==> src/rtl/gf_pkg.sv <==
// Shared constants and sizing helper for the GF(2^n) arithmetic blocks.
// Latency: none (declarations only).
// Backpressure: not applicable.
package gf_pkg;

  // Low bits of the AES field polynomial x^8+x^4+x^3+x+1 (x^8 implicit).
  localparam logic [7:0] AES_POLY = 8'h1B;

  // Low bits of the GF(16) polynomial x^4+x+1 (x^4 implicit).
  localparam logic [3:0] GF4_POLY = 4'h3;

  // Width of a counter that walks bit indices WIDTH-1 down to 0.
  function automatic int gf_cnt_w(input int width);
    return (width < 2) ? 1 : $clog2(width);
  endfunction

endpackage

==> src/rtl/gf_xtime_p.sv <==
// Multiply-by-x in GF(2^WIDTH): shift left, fold the carry back in through POLY.
// Latency: combinational.
// Backpressure: none; pure function of its input.
module gf_xtime_p #(
  parameter int               WIDTH = 8,
  parameter logic [WIDTH-1:0] POLY  = 8'h1B
) (
  input  logic [WIDTH-1:0] v,
  output logic [WIDTH-1:0] y
);

  // The bit shifted out is the x^WIDTH term; replace it by its reduction.
  assign y = {v[WIDTH-2:0], 1'b0} ^ (v[WIDTH-1] ? POLY : '0);

endmodule

==> src/rtl/gf_mult_seq.sv <==
// Iterative GF(2^WIDTH) multiplier, MSB-first Horner shift-and-add, one bit of b per clock.
// Latency: WIDTH cycles from the accepting edge to done; one result per WIDTH cycles.
// Backpressure: start is ignored while busy=1; a start in the done cycle is accepted.
module gf_mult_seq
  import gf_pkg::*;
#(
  parameter int               WIDTH = 8,
  parameter logic [WIDTH-1:0] POLY  = WIDTH'(AES_POLY)
) (
  input  logic             clk,
  input  logic             rst,
  input  logic             start,
  input  logic [WIDTH-1:0] a,
  input  logic [WIDTH-1:0] b,
  output logic             busy,
  output logic             done,
  output logic [WIDTH-1:0] product
);

  localparam int CNT_W = gf_cnt_w(WIDTH);

  logic [WIDTH-1:0] ar;
  logic [WIDTH-1:0] br;
  logic [WIDTH-1:0] acc;
  logic [WIDTH-1:0] acc_x;
  logic [WIDTH-1:0] acc_nxt;
  logic [CNT_W-1:0] cnt;

  gf_xtime_p #(
    .WIDTH (WIDTH),
    .POLY  (POLY)
  ) u_xtime (
    .v (acc),
    .y (acc_x)
  );

  // One Horner step: acc*x plus a if the current multiplier bit is set.
  always_comb begin
    acc_nxt = acc_x ^ (br[cnt] ? ar : '0);
  end

  // busy is the whole state: IDLE waits for start, RUN consumes b from MSB to LSB.
  always_ff @(posedge clk) begin
    if (rst) begin
      busy    <= 1'b0;
      done    <= 1'b0;
      product <= '0;
      acc     <= '0;
      ar      <= '0;
      br      <= '0;
      cnt     <= '0;
    end else if (!busy) begin
      done <= 1'b0;
      if (start) begin
        ar   <= a;
        br   <= b;
        acc  <= '0;
        cnt  <= CNT_W'(WIDTH - 1);
        busy <= 1'b1;
      end
    end else begin
      acc <= acc_nxt;
      if (cnt == '0) begin
        // Last bit consumed: publish and drop back to IDLE so a new start lands next edge.
        product <= acc_nxt;
        done    <= 1'b1;
        busy    <= 1'b0;
      end else begin
        cnt <= cnt - CNT_W'(1);
      end
    end
  end

endmodule

==> config.mk <==
export PLATFORM = sky130hd
export DESIGN_NAME = gf_mult_seq
export DESIGN_NICKNAME = d
export VERILOG_FILES = /design/src/rtl/gf_pkg.sv /design/src/rtl/gf_xtime_p.sv /design/src/rtl/gf_mult_seq.sv
export SDC_FILE = /design/constraint.sdc
export NUM_CORES = 1
export LEC_CHECK = 0
export ABC_AREA = 1
export CORE_MARGIN = 2
export CORE_UTILIZATION = 45
export DETAILED_ROUTE_END_ITERATION = 16
export GPL_TIMING_DRIVEN = 0
export HOLD_SLACK_MARGIN = 0.12
export PLACE_DENSITY = 0.7
export SLEW_MARGIN = 5
export SYNTH_ARGS = -nofsm -noshare
export SYNTH_HDL_FRONTEND = slang
export SYNTH_SLANG_ARGS = --single-unit
==> constraint.sdc <==
create_clock -name clk -period 2.7 [get_ports clk]
set_clock_uncertainty 0.05 [all_clocks]
set_input_delay 0.54 -clock clk [delete_from_list [all_inputs] [get_ports clk]]
set_output_delay 0.54 -clock clk [all_outputs]
set_load 0.01 [all_outputs]
# Word-level counts from Yosys, hierarchy flattened
# Index checks and enable logic that the tools add are counted.
# W data, S select, Z words.
[word_totals]
out_inout_bits = 10
register_bits = 37
[classes]
n_mux = 12
reduce_logical = 6
eq_ne = 1
n_lt_le_gt_ge = 1
bitwise_logic = 3
addsub = 1
[op_table]
columns = ["cell", "count"]
rows = [
  ["$mux W8", 3],
  ["$xor A8 B8 Y8", 2],
  ["$mux W3", 3],
  ["$reduce_and A2 Y1", 3],
  ["$mux W5", 1],
  ["$lt A3 B4 Y1 const B", 1],
  ["$mux W1", 4],
  ["$bmux W1 S3", 1],
  ["$logic_not A3 Y1", 1],
  ["$sub A3 B1 Y3 const B", 1],
  ["$ne A2 B2 Y1 const B", 1],
  ["$reduce_bool A2 Y1", 1],
  ["$reduce_or A2 Y1", 1],
  ["$not A1 Y1", 1],
]

# Logic depth before layout (Yosys ltp)
# Gate-level depths: netlist of run 1.
[logic_depth]
depth_word = 5
ltp_mapped = 11
ltp_nobuf = 10

# Modules after synthesis
# A second synthesis of run 1 with hierarchy kept.
[hier_totals]
hier_cells = 244
hier_area_um2 = 1737.9
[by_module_without_submodules]
columns = ["mod", "instances", "area_per_inst_um2", "cells_each"]
rows = [
  ["gf_mult_seq", 1, 1651.6, 226],
  ["gf_xtime_p", 1, 86.3, 18],
]

# Worst setup path before layout of run 1
# OpenSTA, ideal clock, no wires.
[synth_path]
path_kind = "input to register"
startpoint = "input port rst"
endpoint = "register ar[3]"
t_arrival_ns = 1.344
cell_stages = 6
slack_ns = 1.236
required_ns = 2.580
cell_sequence = "buf_2 inv_1 buf_2 clkbuf_1 o21ai_0 a21oi_1"
[synth_lines]
columns = ["item", "line_no", "rtl"]
rows = [
  ["start, declared", "gf_mult_seq.sv:11", "input logic rst,"],
  ["end signal, assigned", "gf_mult_seq.sv:49", "ar <= '0;"],
  ["end signal, assigned", "gf_mult_seq.sv:55", "ar <= a;"],
  ["end, declared", "gf_mult_seq.sv:22", "logic [WIDTH-1:0] ar;"],
]

# Worst setup path after layout of run 1
[layout_path]
startpoint = "register done"
endpoint = "output port done"
[layout_lines]
columns = ["item", "line_no", "rtl"]
rows = [
  ["start, declared", "gf_mult_seq.sv:16", "output logic done,"],
  ["start signal, assigned", "gf_mult_seq.sv:46", "done <= 1'b0;"],
  ["start signal, assigned", "gf_mult_seq.sv:53", "done <= 1'b0;"],
  ["start signal, assigned", "gf_mult_seq.sv:66", "done <= 1'b1;"],
]
# No word-level cell between the ends.

==> results of run 1 <==
[kinds of logic (layout without fill, tap and decap cells)]
| logic type | after synthesis | in the layout | synth area share [%] |
|---|---|---|---|
| fa+ha+maj | 2 | 2 | 1.48 |
| simple gates | 89 | 89 | 23.0 |
| xor+xnor | 3 | 3 | 1.56 |
| flops | 37 | 37 | 43.9 |
| compound gates | 54 | 54 | 18.1 |
| buf+inv | 47 | 82 | 12.0 |
[synthesized netlist by cell type (all sizes together)]
cell	count	share of area [%]
nand2	47	10
dfxtp	37	44
inv	35	7.8
o21ai	25	7.4
nand3	21	6.8
a21oi	20	6.8
nor2	14	3.1
buf	9	3.6
nand4	5	1.9
o21a	4	1.8
o21bai	4	1.8
clkbuf	3	0.67
ha	2	1.5
xnor2	2	1.0
a31oi	1	0.37
nand3b	1	0.44
nor3	1	0.30
xor2	1	0.52
[area by class of cell]
class,instances,share of cell area (%)
multi-input cells,148,35.2
plain buffers,12,3.36
inverters,35,6.19
clock inverters,1,0.236
well taps,48,2.83
repair buffers,27,12.7
clock buffers,7,4.54
flip-flops and latches,37,34.9
[layer usage]
layer | part of all wire (%) | vias up
met4 | 2.1 | 0
met5 | 0 | -
met1 | 49 | 670
met2 | 45 | 33
met3 | 4.2 | 8
li1 | - | 811
[path summary, 6_finish.rpt]
path	endpoint	cells after the start
worst min register to register	br[0]$_SDFFE_PP0P_	2
worst max-delay path	done	1
worst max register to register	product[0]$_SDFFE_PP0P_	8
worst min-delay path	br[0]$_SDFFE_PP0P_	2
[registers in the layout, summed over array words and instances, names as in the netlist]
name / flops
done: 1
ar: 8
product: 8
acc: 8
br: 8
busy: 1
cnt: 3
[power groups by stage]
stage                     combinational [uW]  clock [uW]  sequential [uW]
after global placement                   261           0              622
final                                    264         427              611
after floorplan                          173           0              624
after CTS                                266         434              611
after global routing                     305         461              616
after detailed placement                 265           0              624
[metrics by stage]
| step | utilization (%) | power (uW) | hold WS [ns] |
|---|---|---|---|
| 2_1_floorplan | - | 797 | 0.379 |
| 3_3_place_gp | 55.6 | 882 | 0.392 |
| 3_5_place_dp | 55.6 | 889 | 0.402 |
| 4_1_cts | 58.4 | 1310 | 0.413 |
| 5_1_grt | 58.4 | 1380 | 0.435 |
| 6_report | 58.4 | 1300 | 0.409 |
[tightest hold or removal path: cells and delay by family, from the launching register on]
kind	cells	cell delay, ns
AOI/OAI and AO/OA	1	0.06
buffers and inverters	1	0.06
DFF	1	0.30
==> reports/qor.csv, run 1 <==
metric;value;unit
status;completed;
dpl.cell_count;307;
switchingPower;367;uW
rows;22;
slew_viol_final;0;
arrival;1.18;ns
first_pass_iters;4;
finalSetupTns;0;ns
grt_util_met1;24.0;%
grt_first_pass_wirelength;6250;um
place_hpwl;2640;um
post_dp_cell_area;2020;um2
grt_max_degree;12;
maxCapViolations;0;
final_area;2120;um2
max-vdd-ir-drop;0.448;mV
core_area;3630;um2
antenna_found_initial;0;
drive_gt1_share;8.99;%
holdCritStartpoint;br[0]$_SDFFE_PP0P_;
cts_post_setup_buffers_inserted;0;
fin_crit_sh;65.7;%
netlist_instances;232;
stdcell_count;315;
syn-num-nets;253;
grt_overflow;0;
finalHoldViolations;0;
cts_tree;built;
max_freq;564;MHz
power_density;614;nW/um2
insertion_delay;0.29;ns
setup_slack;0.926;ns
switching_share;28.2;%
internal_power;935;uW
wl;3540;um
io_pins;29;
layout.nets;287;
route.detailed.drc;0;
syn_area_per_cell;7.28;um2
clockBufferDepth;2;
holdBufCountCts;0;
vias;1522;
grt.met3_usage;5.82;%
pre_cts_ws;0.811;ns
final_common_cell;nand2_1;
first_iter_violations;72;
detail-route-antenna-nets;0;
cts_max_level;2;
multi_input_area;746;um2
die_y;65.3;um
cp_max_fo;2;
initial_core_util;46.5;%
max_slew.worst_pin.slew;0.487;ns
register_area;741;um2
yosys_warnings;0;
cts-root-buf;clkbuf_8;
grt-busiest-layer;met2;
area_growth;25.6;%
dieArea;4260;um2
r2r-start;cnt[0]$_SDFFE_PP0P_;
use_met2;30.2;%
endpoint_kind;output pin;
cp_top_family;buffers and inverters;
wl_per_cell;11.2;um
reg2reg_slack;0.96;ns
critPathMaxStageDelay;0.54;ns
numCtsBuffers;5;
start_kind;flop;
cp-startpoint;done$_SDFFE_PP0N_;
grt_pass1_vias;1427;
place_congestion;0.830;
p_clk_share;32.8;%
path_class;reg2out;
cp.required;2.11;ns
netlist_area;1690;um2
synth.yosys.seq_area_share;43.9;%
synth-seq-cells;37;
worstPathCellList;clkdlybuf4s50_1;
viasPerCell;4.83;
pwr-share-comb;20.3;%
power_leakage;0.000955;uW
nFillCells;370;
grt_use_total;19.2;%
min_path_type;reg2reg;
cts.clk_slew.worst_paths;0.07;ns
crit_buf_inv;1;
die_w;65.3;um
numPortBuffers;27;
layout_common_cells;nand2_1 (47), dfxtp_1 (37), inv_1 (34), clkdlybuf4s50_1 (27), o21ai_0 (22);
rsz0062_at_grt;no;
diodes;0;
slew_headroom;67.4;%
finalCriticalPeriod;1.77;ns
ys_types;24;
slowest_stage;clkdlybuf4s50_1;
seqPwrFrac;46.9;%
setup_viol;0;
clock-sinks;37;
ctsResizeCount;0;
No activity file was read; power rests on OpenSTA's default activity.
==> run 2: changes to the inputs <==
clock period = 1.8 ns   (was 2.7 ns; I/O delays follow)
==> reports/qor.csv, run 2 (synthesis gave the netlist of run 1 again) <==
metric;value;unit;change
grt_max_degree;12;;unchanged
post_dp_cell_area;2020;um2;unchanged
p_clk_share;32.6;%;-0.2 points
slew_headroom;66.6;%;-0.80 points
route.detailed.drc;0;;unchanged
max-vdd-ir-drop;0.673;mV;+50%
die_w;65.3;um;unchanged
grt-busiest-layer;met2;;
nFillCells;369;;-0.27%
die_y;65.3;um;unchanged
internal_power;1400;uW;+50%
final_area;2130;um2;+0.24%
finalHoldViolations;0;;unchanged
switchingPower;549;uW;+50%
grt.met3_usage;5.82;%;unchanged
insertion_delay;0.29;ns;about the same
io_pins;29;;unchanged
grt_pass1_vias;1427;;unchanged
wl_per_cell;11.3;um;+0.45%
diodes;0;;unchanged
rows;22;;unchanged
final_common_cell;nand2_1;;
pwr-share-comb;20.4;%;about the same
start_kind;flop;;
viasPerCell;4.85;;+0.33%
first_iter_violations;79;;+9.7%
status;completed;;
power_density;919;nW/um2;+50%
reg2reg_slack;0.16;ns;-0.80 ns
use_met2;30.2;%;unchanged
multi_input_area;748;um2;+0.34%
fin_crit_sh;90.9;%;
setup_slack;0.165;ns;-0.762 ns
cts.clk_slew.worst_paths;0.07;ns;about the same
arrival;1.77;ns;+0.59 ns
cts-root-buf;clkbuf_8;;
pre_cts_ws;0.0523;ns;-0.758 ns
final_util;58.5;%;+0.14 points
max_freq;611;MHz;
core_area;3630;um2;unchanged
register_area;741;um2;unchanged
wl;3550;um;+0.45%
clockBufferDepth;2;;unchanged
max_slew.worst_pin.slew;0.499;ns;+0.0120 ns
drive_gt1_share;9.36;%;+0.37 points
endpoint_kind;flop;;
switching_share;28.1;%;-0.060 points
grt_util_met1;24.0;%;unchanged
layout.nets;287;;unchanged
layout_common_cells;nand2_1 (47), dfxtp_1 (37), inv_1 (34), clkdlybuf4s50_1 (27), o21ai_0 (22);;
total_power;1950;uW;+50%
min_path_type;in2reg;;
grt_first_pass_wirelength;6250;um;unchanged
rsz0062_at_grt;no;;
dieArea;4260;um2;unchanged
place_hpwl;2640;um;unchanged
numPortBuffers;27;;unchanged
finalCriticalPeriod;1.64;ns;
grt_use_total;19.2;%;unchanged
finalSetupTns;0;ns;unchanged
numCtsBuffers;5;;unchanged
initial_core_util;46.5;%;unchanged
maxCapViolations;0;;unchanged
vias;1527;;+0.33%
cts_max_level;2;;unchanged
place_congestion;0.830;;unchanged
grt_overflow;0;;unchanged
clock-sinks;37;;unchanged
cp.required;1.93;ns;-0.18 ns
path_class;reg2reg;;
area_growth;25.9;%;
cts_tree;built;;
power_leakage;0.000954;uW;about the same
first_pass_iters;4;;unchanged
seqPwrFrac;46.9;%;about the same
setup_viol;0;;unchanged
detail-route-antenna-nets;0;;unchanged
antenna_found_initial;0;;unchanged
cp_max_fo;10;;+8
slew_viol_final;0;;unchanged
run 2: changes by cell type in the layout (fill, tap and decap cells not counted), sizes merged:
cell,previous run,this run
buf,9,8
clkbuf,10,11
run 2: per-layer routing:
layer  vias to the layer above  routed length (um)
met5                         -                   0
met4                         0                  74
met3                         8                 144
met2                        30                1600
met1                       680                1740
li1                        809                   -
run 2: path summary, 6_finish.rpt:
kind / start / end / cells after the start
min reg2reg: br[0]$_SDFFE_PP0P_ / br[0]$_SDFFE_PP0P_ / 2
max reg2reg: cnt[0]$_SDFFE_PP0P_ / product[0]$_SDFFE_PP0P_ / 8
min: rst / acc[5]$_SDFFE_PP0P_ / 2
max: cnt[0]$_SDFFE_PP0P_ / product[0]$_SDFFE_PP0P_ / 8
run 2: power groups by stage:
stage	logic [uW]	registers [uW]	clock network, uW
finish	399	917	637
global route	460	924	691
CTS	399	917	650
detailed placement	397	935	0
global placement	391	933	0
floorplan	259	936	0
run 2: cell type report:
type                    count  area share, %
repair buffers             27           12.7
clock buffers               7           4.53
plain buffers              12           3.47
flip-flops and latches     37           34.8
well taps                  48           2.83
inverters                  35           6.18
multi-input cells         148           35.2
clock inverters             1          0.235
run 2: metrics by stage:
| stage | hold slack, ns | std cells |
|---|---|---|
| floorplan | 0.379 | 232 |
| global placement | 0.392 | 307 |
| detailed placement | 0.402 | 307 |
| CTS | 0.334 | 315 |
| global route | 0.340 | 315 |
| finish | 0.342 | 315 |
run 2: what timing repair did:
| action | in CTS | in global routing |
|---|---|---|
| hold endpoints to repair | 0 | 0 |
| setup endpoints to repair | 0 | 5 |
| hold buffers | 0 | 0 |
| gates resized for setup | 0 | 2 |
| buffers inserted | 0 | 0 |
run 2: worst max-delay path, stage by stage, from the launching register on:
cell,delay [ns]
dfxtp_1,0.35
inv_2,0.14
ha_1,0.18
nand2_1,0.09
nor2_2,0.19
clkbuf_4,0.23
inv_1,0.10
o21bai_1,0.15
inv_1,0.05
==> RTL edit 1 (config.mk and constraints of run 2) <==
Register the output `product` once more, with the module's reset; this adds one clock of latency there. The other outputs are not delayed to match.
--- a/src/rtl/gf_mult_seq.sv
+++ b/src/rtl/gf_mult_seq.sv
@@ -19,4 +19,6 @@
 
   localparam int CNT_W = gf_cnt_w(WIDTH);
+
+  logic [WIDTH-1:0] product_s0;
 
   logic [WIDTH-1:0] ar;
@@ -45,5 +47,5 @@
       busy    <= 1'b0;
       done    <= 1'b0;
-      product <= '0;
+      product_s0 <= '0;
       acc     <= '0;
       ar      <= '0;
@@ -63,5 +65,5 @@
       if (cnt == '0) begin
         // Last bit consumed: publish and drop back to IDLE so a new start lands next edge.
-        product <= acc_nxt;
+        product_s0 <= acc_nxt;
         done    <= 1'b1;
         busy    <= 1'b0;
@@ -72,4 +74,12 @@
   end
 
+  always_ff @(posedge clk) begin
+    if (rst) begin
+      product <= '0;
+    end else begin
+      product <= product_s0;
+    end
+  end
+
 endmodule
 
Formal check against the unedited RTL: not equivalent (Yosys sat finds a counterexample within 10 cycles, from zero or initial values and one cycle with rst high).
==> RTL edit 1 against run 2 <==
Power rose by 18%; die area rose by 15%; cell area rose by 14%; sequential cell count rose by 8; area after synthesis rose by 16%; routed wire length rose by 2.1%; setup slack got worse by 0.044 ns; first-iteration DRC count rose by 1.3%; cell count rose by 9.5%; largest power group unchanged.
==> RTL edit 1: results (changes against run 2) <==
[layout]
drive_gt1_share_pct = 11.95  ; +2.6 points
final_nets = 313  ; +9.1%
fin_cells = 345  ; +9.5%
num_antenna_cells = 0  ; unchanged

[synthesis]
yosys-top-cells-count = nand2_1 (46), dfxtp_1 (45), inv_1 (42), a21oi_1 (27), nor2_1 (18)
ys.warnings.count = 0  ; unchanged
ys_seq_area_share_pct = 45.86  ; +2.0 points
synth_ff_type = dfxtp_1
avgSynthCellArea_um2 = 7.614  ; +4.6%
synth.distinct_cells = 26  ; +8.3%
synthArstFlopShare_pct = 0  ; unchanged
netlist_top_cells_area = dfxtp_1 (46%), nand2_1 (8.8%), inv_1 (8.0%)
syn_nets = 279  ; +10%

[global_routing]
grt_start_max_net_pins = 16  ; +4
antenna_found_initial = 0  ; unchanged
grt_pass1_wl_um = 6499  ; +4.0%
grt_use_total_pct = 16.66  ; -2.6 points
grt_pass1_vias = 1530  ; +7.2%

[place]
place_area_um2 = 2300  ; +14%
place_inst = 337  ; +9.8%
place.gp.congestion = 0.8197  ; -1.3%
place_hpwl_um = 2730  ; +3.6%
pre_cts_ws_ns = -0.001724  ; -0.05406 ns
numPortBuffers = 27  ; unchanged

[detailed_routing]
dr.pass1.iters = 4  ; unchanged
drt_iter0_drc = 80  ; +1.3%
drt-total-wl_um = 3626  ; +2.1%
viasPerCell = 4.670  ; -3.7%

[worst_setup_path]
cpPeakStageDelay_ns = 0.56  ; +0.21 ns
cp_top_family = buffers and inverters
rr_worst_depth = 9  ; +1
slowest_stage = clkdlybuf4s50_1
crit_fanout = 7  ; -3
arrival_ns = 1.27  ; -0.50 ns

[cts]
clk_latency_ns = 0.31  ; +0.02 ns
cts_root_buf = clkbuf_8
clk_pin_slew_ns = 0.09  ; +0.02 ns
htree_num_levels = 2  ; unchanged
clock_path_buffers = 2  ; unchanged
cts_buffers = 5  ; unchanged
post_cts_buffers = 0  ; unchanged

[min_path]
min_path_cells = 4  ; +2
holdCritPathClass = input port to register

[status]
status = completed

[power]
ir_worst_vdd_uv = 416.1  ; -38%
p_leak_nw = 1.032  ; +8.2%

[timing]
tightest_slew_ns = 0.4349  ; -0.06359 ns

-- RTL edit 1: changes by cell type in the layout (fill, tap and decap cells not counted), sizes merged, moves of 2 or more --
cell    delta
nor2       +7
a21oi      +7
nand4      -2
o21a       -4
inv       +14
dfxtp      +8
buf        -5
o21bai     -4
-- RTL edit 1: cells by family after synthesis --
logic type      Yosys count  share of synthesized area (%)
flops                    45                          45.86
compound gates           55                          14.78
fa+ha+maj                 2                          1.274
xor+xnor                  3                          1.338
simple gates             94                          24.08
buf+inv                  59                          12.67
-- RTL edit 1: where the power goes --
group	switching (mW)	internal (mW)	total [mW]
sequential	0.0395	1.07	1.11
combinational	0.254	0.174	0.428
clock	0.358	0.415	0.773
-- RTL edit 1: repair_timing --
action | 4_1_cts | 5_1_grt
hold buffers | 0 | 0
endpoints found under the setup margin | 0 | 2
resized for setup | 0 | 2
-- RTL edit 1: stage by stage --
step	hold slack [ns]	util (%)
global placement	0.3669	53.93
CTS	0.2667	56.63
finish	0.2747	56.69
global route	0.2890	56.69
floorplan	0.3600	-
detailed placement	0.3682	53.93
-- RTL edit 1: cell type report --
type | count | area (µm²)
multi-input combinational | 154 | 814.5
tap | 52 | 65.06
timing repair buffer | 27 | 270.3
inverter | 50 | 188.9
clock buffer | 5 | 68.82
sequential | 45 | 903.4
buffer | 9 | 60.06
clock inverter | 3 | 46.29
fill | 428 | 1847
-- RTL edit 1: path summary, 6_finish.rpt --
check	endpoint	startpoint	slack (ns)
hold / removal	product_s0[1]$_SDFFE_PP0P_	rst	0.27
setup reg to reg	cnt[1]$_SDFFE_PP0P_	cnt[1]$_SDFFE_PP0P_	0.20
setup / recovery	busy	busy$_SDFF_PP0_	0.12
hold reg to reg	product[2]$_SDFF_PP0_	product_s0[2]$_SDFFE_PP0P_	0.38
-- RTL edit 1: routing by layer --
| metal | part of all wire (%) | global-route usage [%] | vias up | wire, µm |
|---|---|---|---|---|
| met3 | 4.9 | 4.329 | 7 | 177 |
| li1 | - | - | 879 | - |
| met1 | 50 | 21.18 | 685 | 1810 |
| met4 | 1.8 | 6.410 | 0 | 67 |
| met5 | 0 | 0 | - | 0 |
| met2 | 43 | 27.09 | 40 | 1570 |
==> RTL edit 2 (config.mk and constraints of run 2) <==
Made on the original files. Register the inputs `start`, `a` and `b` before use, without a reset. The logic sees them one clock later. Comments in the files are not updated.
--- a/src/rtl/gf_mult_seq.sv
+++ b/src/rtl/gf_mult_seq.sv
@@ -19,4 +19,14 @@
 
   localparam int CNT_W = gf_cnt_w(WIDTH);
+
+  logic start_q;
+  logic [WIDTH-1:0] a_q;
+  logic [WIDTH-1:0] b_q;
+
+  always_ff @(posedge clk) begin
+    start_q <= start;
+    a_q     <= a;
+    b_q     <= b;
+  end
 
   logic [WIDTH-1:0] ar;
@@ -52,7 +62,7 @@
     end else if (!busy) begin
       done <= 1'b0;
-      if (start) begin
-        ar   <= a;
-        br   <= b;
+      if (start_q) begin
+        ar   <= a_q;
+        br   <= b_q;
         acc  <= '0;
         cnt  <= CNT_W'(WIDTH - 1);
Behaviour: not the same (a bounded check fails within 4 cycles, from zero or initial values and one cycle with rst high).
==> RTL edit 2 against run 2 <==
Cell area is 16% higher; power is 25% higher; routed wire length is 1.4% lower; area after synthesis is 20% higher; cell count is 7.0% higher; die area is 19% higher; sequential share of layout area is 9.0 points higher; sequential cell count is 17 higher; setup slack worse by 0.012 ns; largest cell class is now registers; highest routed layer unchanged; worst hold slack better by 0.071 ns.
==> RTL edit 2: results (changes against run 2) <==
[worst_setup_path]
slowest_stage = clkdlybuf4s50_1
rr_worst_depth = 10  ; +2
arrival_ns = 1.24  ; -0.53 ns
cpPeakStageDelay_ns = 0.54  ; +0.19 ns
rrSetupSlack_ns = 0.21  ; +0.05 ns
crit_fanout = 6  ; -4
r2r_end = cnt[2]$_SDFFE_PP0P_

[global_routing]
grt_start_max_net_pins = 19  ; +7
grt_use_total_pct = 15.80  ; -3.4 points
grt_pass1_wl_um = 6354  ; +1.6%
grt_pass1_vias = 1443  ; +1.1%

[synthesis]
yosys-top-cells-count = dfxtp_1 (54), nand2_1 (45), inv_1 (42)
syn_nets = 270  ; +6.7%
ys_seq_area_share_pct = 53.37  ; +9.5 points
synth.distinct_cells = 25  ; +4.2%
netlist_top_cells_area = dfxtp_1 (53%), nand2_1 (8.3%), inv_1 (7.8%)

[cts]
clk_latency_ns = 0.31  ; +0.02 ns
cts_buffers = 5  ; unchanged
clk_pin_slew_ns = 0.10  ; +0.03 ns

[layout]
num-fill-cells = 417  ; +13%
drive_gt1_share_pct = 8.070  ; -1.3 points
num_antenna_cells = 0  ; unchanged

[power]
p_leak_nw = 1.086  ; +14%
ir_worst_vdd_uv = 541.8  ; -19%

[timing]
whs_ns = 0.4132  ; +0.07085 ns
tightest_slew_ns = 0.5923  ; +0.09380 ns

[place]
place_area_um2 = 2371  ; +17%
numPortBuffers = 28  ; +3.7%
place.gp.congestion = 0.8041  ; -3.1%

[min_path]
min_from = br[6]$_SDFFE_PP0P_
min_to = br[6]$_SDFFE_PP0P_
holdCritPathClass = register to register

[detailed_routing]
drt-total-wl_um = 3505  ; -1.4%
via_count = 1580  ; +3.5%
drt_iter0_drc = 96  ; +22%

[status]
status = completed

==> RTL edit 2: logic make-up after synthesis <==
group / after synthesis / share of synthesized area (%)
and+or+nand+nor: 81 / 18.65
adders and majority gates: 2 / 1.235
DFF: 54 / 53.37
buffers and inverters: 53 / 10.19
AOI/OAI and AO/OA: 56 / 15.26
xor gates and xnor gates: 3 / 1.297
==> RTL edit 2: metrics by stage <==
step / power [mW] / worst slack (ns) / util, % / TNS, ns / instances
2_1_floorplan: 1.634 / 0.3791 / - / 0 / 249
3_3_place_gp: 1.767 / -0.1604 / 54.45 / -2.267 / 329
3_5_place_dp: 1.775 / -0.1356 / 54.45 / -1.988 / 329
4_1_cts: 2.455 / 0.05496 / 56.61 / 0 / 337
5_1_grt: 2.576 / 0.04227 / 56.64 / 0 / 337
6_report: 2.439 / 0.1525 / 56.64 / 0 / 337
==> RTL edit 2: where the power goes <==
| part | total [mW] | internal (mW) | leakage, nW | switching (mW) |
|---|---|---|---|---|
| Combinational | 0.423 | 0.175 | 0.593 | 0.248 |
| Clock | 0.693 | 0.281 | 0.0447 | 0.411 |
| Sequential | 1.32 | 1.29 | 0.448 | 0.0378 |
| Total | 2.44 | 1.74 | 1.09 | 0.697 |
==> RTL edit 2: how the worst max path moves through the flow <==
stage	start	endpoint	slack, ns	depth (start not counted)
after floorplan	cnt[0]$_SDFFE_PP0P_	cnt[2]$_SDFFE_PP0P_	0.38	10
after global placement	rst	ar[2]$_SDFFE_PP0P_	-0.16	5
after detailed placement	rst	ar[2]$_SDFFE_PP0P_	-0.14	5
after CTS	busy$_SDFF_PP0_	busy	0.05	1
after global routing	rst	br[5]$_SDFFE_PP0P_	0.04	5
final	busy$_SDFF_PP0_	busy	0.15	1
==> RTL edit 2: routing by layer <==
metal,GRT usage (%),wire (µm),up-vias
met5,0,0,-
met4,6.709,66,0
met3,3.561,126,5
met2,24.71,1534,31
met1,21.11,1778,690
li1,-,-,854
==> RTL edit 2: worst register-to-register path, delay by kind of cell, from the launching register on <==
kind,cells,cell delay [ns]
AO/OA/AOI/OAI,2,0.18
AND/OR/NAND/NOR,4,0.34
buffers and inverters,3,0.29
flip-flops,1,0.41
adder cells (fa/ha/maj),1,0.21
==> RTL edit 2: what timing repair did <==
item	CTS	global route
setup buffers	0	0
endpoints found under the hold margin	0	0
setup endpoints to repair	0	1
gates resized for setup	0	1
==> RTL edit 2: final cells by class <==
class                   instances  share of cell area, %
flip-flops and latches         54                  43.89
multi-input cells             142                  29.93
repair buffers                 28                  11.36
inverters                      46                  7.103
clock buffers                   5                  2.790
well taps                      52                  2.638
plain buffers                   7                  1.268
clock inverters                 3                  1.015
